===== src/rtl/unstripe_ctrl_if.sv =====
// rtl/unstripe_ctrl_if.sv - lane inputs and unstriped output bundle for unstripe_ctrl
interface unstripe_ctrl_if;
  logic [7:0] lane_0;
  logic       valid_0;
  logic [7:0] lane_1;
  logic       valid_1;
  logic [7:0] data_out;
  logic       valid_out;
  logic       lane_sel;
  logic       sync_ok;
  logic [3:0] err_cnt;

  modport master (
    output lane_0, valid_0, lane_1, valid_1,
    input  data_out, valid_out, lane_sel, sync_ok, err_cnt
  );

  modport slave (
    input  lane_0, valid_0, lane_1, valid_1,
    output data_out, valid_out, lane_sel, sync_ok, err_cnt
  );
endinterface


===== src/rtl/unstripe_ctrl.sv =====
// rtl/unstripe_ctrl.sv - merges two striped byte lanes back into one stream, lane 0 first
module unstripe_ctrl #(
  parameter int SYNC_PAIRS = 2,
  parameter int TIMEOUT    = 3
) (
  input  logic             clk_2f,
  input  logic             reset,
  unstripe_ctrl_if.slave   bus
);

  localparam logic [3:0] PAIRS_MAX = 4'(SYNC_PAIRS);
  localparam logic [3:0] WAIT_LAST = 4'(TIMEOUT - 1);

  typedef enum logic {RD0 = 1'b0, RD1 = 1'b1} state_t;

  state_t     state;
  logic [3:0] wait_cnt;
  logic [3:0] pair_cnt;
  logic [3:0] pair_next;
  logic [7:0] data_q;
  logic       valid_q;
  logic       sel_q;
  logic       sync_q;
  logic [3:0] err_q;

  always_comb begin
    pair_next = (pair_cnt >= PAIRS_MAX) ? PAIRS_MAX : pair_cnt + 4'd1;
  end

  always_ff @(posedge clk_2f or negedge reset) begin
    if (!reset) begin
      state    <= RD0;
      wait_cnt <= 4'd0;
      pair_cnt <= 4'd0;
      data_q   <= 8'h00;
      valid_q  <= 1'b0;
      sel_q    <= 1'b0;
      sync_q   <= 1'b0;
      err_q    <= 4'd0;
    end else begin
      case (state)
        RD0: begin
          if (bus.valid_0) begin
            data_q  <= bus.lane_0;
            valid_q <= 1'b1;
            sel_q   <= 1'b0;
            state   <= RD1;
          end else begin
            valid_q <= 1'b0;
          end
        end
        RD1: begin
          if (bus.valid_1) begin
            data_q   <= bus.lane_1;
            valid_q  <= 1'b1;
            sel_q    <= 1'b1;
            wait_cnt <= 4'd0;
            pair_cnt <= pair_next;
            if (pair_next == PAIRS_MAX) sync_q <= 1'b1;
            state    <= RD0;
          end else begin
            valid_q <= 1'b0;
            // Lane 1 went silent too long: drop the half pair and relock from lane 0.
            if (wait_cnt == WAIT_LAST) begin
              wait_cnt <= 4'd0;
              pair_cnt <= 4'd0;
              sync_q   <= 1'b0;
              if (err_q != 4'hF) err_q <= err_q + 4'd1;
              state    <= RD0;
            end else begin
              wait_cnt <= wait_cnt + 4'd1;
            end
          end
        end
        default: state <= RD0;
      endcase
    end
  end

  assign bus.data_out  = data_q;
  assign bus.valid_out = valid_q;
  assign bus.lane_sel  = sel_q;
  assign bus.sync_ok   = sync_q;
  assign bus.err_cnt   = err_q;

endmodule


===== src/flat_wrapper.sv =====
// flat-port wrapper written by rule: the top's interface ports become plain ports
module unstripe_ctrl_flat 
#(
  parameter int SYNC_PAIRS = 2,
  parameter int TIMEOUT    = 3
)
  (clk_2f, reset, bus_lane_0, bus_valid_0, bus_lane_1, bus_valid_1, bus_data_out, bus_valid_out, bus_lane_sel, bus_sync_ok, bus_err_cnt);
  unstripe_ctrl_if bus_i ();
  input  logic clk_2f;
  input  logic reset;
  input wire logic [$bits(bus_i.lane_0)-1:0] bus_lane_0;
  input wire logic [$bits(bus_i.valid_0)-1:0] bus_valid_0;
  input wire logic [$bits(bus_i.lane_1)-1:0] bus_lane_1;
  input wire logic [$bits(bus_i.valid_1)-1:0] bus_valid_1;
  output wire logic [$bits(bus_i.data_out)-1:0] bus_data_out;
  output wire logic [$bits(bus_i.valid_out)-1:0] bus_valid_out;
  output wire logic [$bits(bus_i.lane_sel)-1:0] bus_lane_sel;
  output wire logic [$bits(bus_i.sync_ok)-1:0] bus_sync_ok;
  output wire logic [$bits(bus_i.err_cnt)-1:0] bus_err_cnt;
  assign bus_i.lane_0 = bus_lane_0;
  assign bus_i.valid_0 = bus_valid_0;
  assign bus_i.lane_1 = bus_lane_1;
  assign bus_i.valid_1 = bus_valid_1;
  assign bus_data_out = bus_i.data_out;
  assign bus_valid_out = bus_i.valid_out;
  assign bus_lane_sel = bus_i.lane_sel;
  assign bus_sync_ok = bus_i.sync_ok;
  assign bus_err_cnt = bus_i.err_cnt;
  unstripe_ctrl #(.SYNC_PAIRS(SYNC_PAIRS), .TIMEOUT(TIMEOUT)) u_core (.clk_2f(clk_2f), .reset(reset), .bus(bus_i));
endmodule

===== config.mk =====
export PLATFORM = sky130hd
export DESIGN_NAME = unstripe_ctrl_flat
export DESIGN_NICKNAME = d
export VERILOG_FILES = /design/src/rtl/unstripe_ctrl_if.sv /design/src/rtl/unstripe_ctrl.sv /design/src/flat_wrapper.sv
export SDC_FILE = /design/constraint.sdc
export NUM_CORES = 1
export LEC_CHECK = 0
export CAP_MARGIN = 5
export CORE_MARGIN = 4
export CORE_UTILIZATION = 45
export CTS_CLUSTER_SIZE = 12
export DETAILED_ROUTE_END_ITERATION = 12
export GPL_TIMING_DRIVEN = 0
export MAX_ROUTING_LAYER = met4
export PLACE_DENSITY = 0.77
export SYNTH_ARGS = -nofsm -noshare
export SYNTH_HDL_FRONTEND = slang
export SYNTH_SLANG_ARGS = --single-unit

===== constraint.sdc =====
create_clock -name clk_2f -period 2.35 [get_ports clk_2f]
set_input_delay 0.47 -clock clk_2f [delete_from_list [all_inputs] [get_ports clk_2f]]
set_output_delay 0.47 -clock clk_2f [all_outputs]
set_load 0.005 [all_outputs]

==> metrics.txt <==
Synth cell types 27; Cell Area, Synth about 1200 um^2; Post-DP HPWL 1780 um; final non-filler cell area 1600 um^2; Ports 35; DR vias/cell a little over 5; syn_nets ~140; first-pass GRT wire length just under 4000 um; CTS tree yes; largest area contributor in the netlist dfrtp_1; Layout area overhead 35.6%; CTS max path bufs 2; DR WL/cell about 14 um; Pint around 1.1 mW; worst path cell trace clkdlybuf4s50_1; CTS clk-pin slew, worst paths 0.14 ns; period utilization 0.765; Slew @ Worst Pin roughly 1.1 ns; count of final hold-check violations 0; maximum vdd ir drop about 0.00057 V; combinational share of power 0.386; CP Max Fanout 5; CP Class reg2out; register share of total power 0.425; max-slew violation count 0; DP Worst Slack 0.438 ns; share of the yosys chip area belonging to registers 0.509; Area after DPL ~1500 um^2; Critical Path RT between 1.5 and 2 ns; nets about 170; worst r2r path cells 6; Worst slew margin 0.289; antenna violations before repair 0; clock skew approximately 0.0014 ns; Mapped Cells 110; Setup crit start kind flip-flop; P_leak between 0.7 and 0.8 nW; sw frac 0.323; Max stage delay on crit path approximately 0.54 ns; cts repair resizes 0; chip height a little under 60 um; core area 2500 um^2; largest net degree at the start of global routing 25; CTS root buffer clkbuf_4; total number of vias approximately 900; CP Capture Type output port; Clk Latency, worst-skew pair just over 0.3 ns; slowest stage cell, crit path clkdlybuf4s50_1; layout cell share with drive strength beyond 1 0.0816; die area ~3500 um^2; Pre-Repair DR Iteration Count 4; number of synthesized flops with an enable pin 0; Initial DRC Count 27; Crit path depth 1; Primary FF master, synth dfrtp_1; RSZ-0062 raised after global routing no; P_sw just over 0.5 mW; post-route antenna net violation count 0; die extent in x ~59 um; DRC 0; max cap viols 0; status finished clean; reg-to-reg slack, setup roughly 0.60 ns; clock sinks 24; most frequent cell after synthesis dfrtp_1; YS warnings 0; Final WS setup between 0.5 and 0.6 ns; crit-path leading delay family buffers and inverters; Synth area leaders dfrtp_1, mux2i_1, ha_1; final wirelength approximately 2400 um; hold_buf cts 0; initial core utilization 0.472; overflow left after global routing 0; Synth top cells by count dfrtp_1, o21ai_0, mux2i_1, nand2_1, inv_1; antenna cells 0; Mapped Avg Cell Area roughly 11 um^2; setup TNS 0 ns; hold depth 2; Cell Rows 18; crit path DAT around 1.3 ns; GPL Wtd Cong roughly 0.85; Power Dens Cells 993 nW/um^2; Synth top area share 0.509; total setup buffers inserted after CTS 0; GR Util All Layers 0.152; final setup violation count 0; Port Buffers 33; clock buffer count from CTS 3; ys async rst share 1.00; # fillers between 150 and 200; FMAX 556 MHz; vias in the first global route just under 900; Hold Crit Class reg2reg; clock share of power 0.188; Buf/Inv on CP 1; CTS H-Tree Depth 1; #FFs+latches synth 24; Final Critical Period between 1.5 and 2 ns
-- power groups by stage --
stage          combinational, mW  sequential (mW)  clock (mW)
2_1_floorplan              0.333            0.668           0
6_report                   0.614            0.676       0.299
5_1_grt                    0.693            0.694       0.321
3_3_place_gp               0.599            0.674           0
4_1_cts                    0.622            0.674       0.304
3_5_place_dp               0.617            0.681           0
-- final timing paths --
| kind | startpoint | to |
|---|---|---|
| max | u_core.bus.err_cnt[2] | bus_err_cnt[2] |
| min | u_core.bus.data_out[7] | u_core.bus.data_out[7] |
| max reg2reg | u_core.wait_cnt[0] | u_core.bus.err_cnt[1] |
| min reg2reg | u_core.bus.data_out[7] | u_core.bus.data_out[7] |
| max in group asynchronous | reset | u_core.bus.data_out[2] |
| min in group asynchronous | reset | u_core.wait_cnt[1] |
-- metrics by stage --
stage	utilization	std cells	power, mW	hold slack, ns
2_1_floorplan	-	110	1.00	0.174
4_1_cts	0.640	177	1.60	0.501
3_5_place_dp	0.619	173	1.30	0.474
6_report	0.640	177	1.59	0.498
5_1_grt	0.640	177	1.71	0.518
3_3_place_gp	0.619	173	1.27	0.465
-- sequential cells by signal (all words and copies together) (netlist names) --
signal / count
u_core.bus.sync_ok: 1
u_core.state: 1
u_core.bus.valid_out: 1
u_core.bus.data_out: 8
u_core.bus.lane_sel: 1
u_core.wait_cnt: 4
u_core.bus.err_cnt: 4
u_core.pair_cnt: 4
-- cells in the final DEF, fill, tap and decap left out --
| cell | n |
|---|---|
| clkdlybuf4s50_1 | 33 |
| dfrtp_1 | 24 |
| o21ai_0 | 12 |
| mux2i_1 | 11 |
| nand2_1 | 10 |
| inv_1 | 8 |
| buf_2 | 5 |
| nand2b_1 | 5 |
| nor2_1 | 5 |
| ha_1 | 5 |
| nand3_1 | 4 |
| o22ai_1 | 3 |
| clkbuf_4 | 3 |
| mux2_2 | 2 |
| a21oi_1 | 2 |
| o21bai_1 | 1 |
| nand4bb_1 | 1 |
| nor3_1 | 1 |
| nor2b_1 | 1 |
| or4_1 | 1 |
| and3_1 | 1 |
| a32o_1 | 1 |
| o31ai_1 | 1 |
| nor3b_1 | 1 |
| a311oi_4 | 1 |
| mux2_1 | 1 |
| xor2_1 | 1 |
| and3b_1 | 1 |
| a2bb2oi_1 | 1 |
| bufinv_16 | 1 |
-- cell type report --
| type | count | area [um^2] | share of cell area |
|---|---|---|---|
| clock buffer | 3 | 22.5 | 0.0141 |
| multi-input combinational | 73 | 524 | 0.328 |
| clock inverter | 1 | 30.0 | 0.0188 |
| buffer | 5 | 25.0 | 0.0156 |
| inverter | 8 | 30.0 | 0.0188 |
| sequential | 24 | 601 | 0.375 |
| timing repair buffer | 33 | 330 | 0.206 |
| tap | 30 | 37.5 | 0.0235 |
-- cells by family after synthesis --
kind of cell               Yosys count  synth area share
AOI/OAI and AO/OA                   22             0.126
xor gates and xnor gates             1           0.00742
adders and majority gates            5            0.0530
buffers and inverters               13            0.0467
DFF                                 24             0.509
muxes                               14             0.122
and+or+nand+nor                     31             0.136
-- routing by layer --
layer	part of all wire	GRT usage	vias to the layer above	wire length (um)
met1	0.46	0.189	432	1110
met5	0	-	-	0
met2	0.48	0.243	22	1180
met4	0.0041	0.0388	0	10
met3	0.055	0.0414	2	134
li1	-	-	452	-
Power figures use the tool's default switching activity.
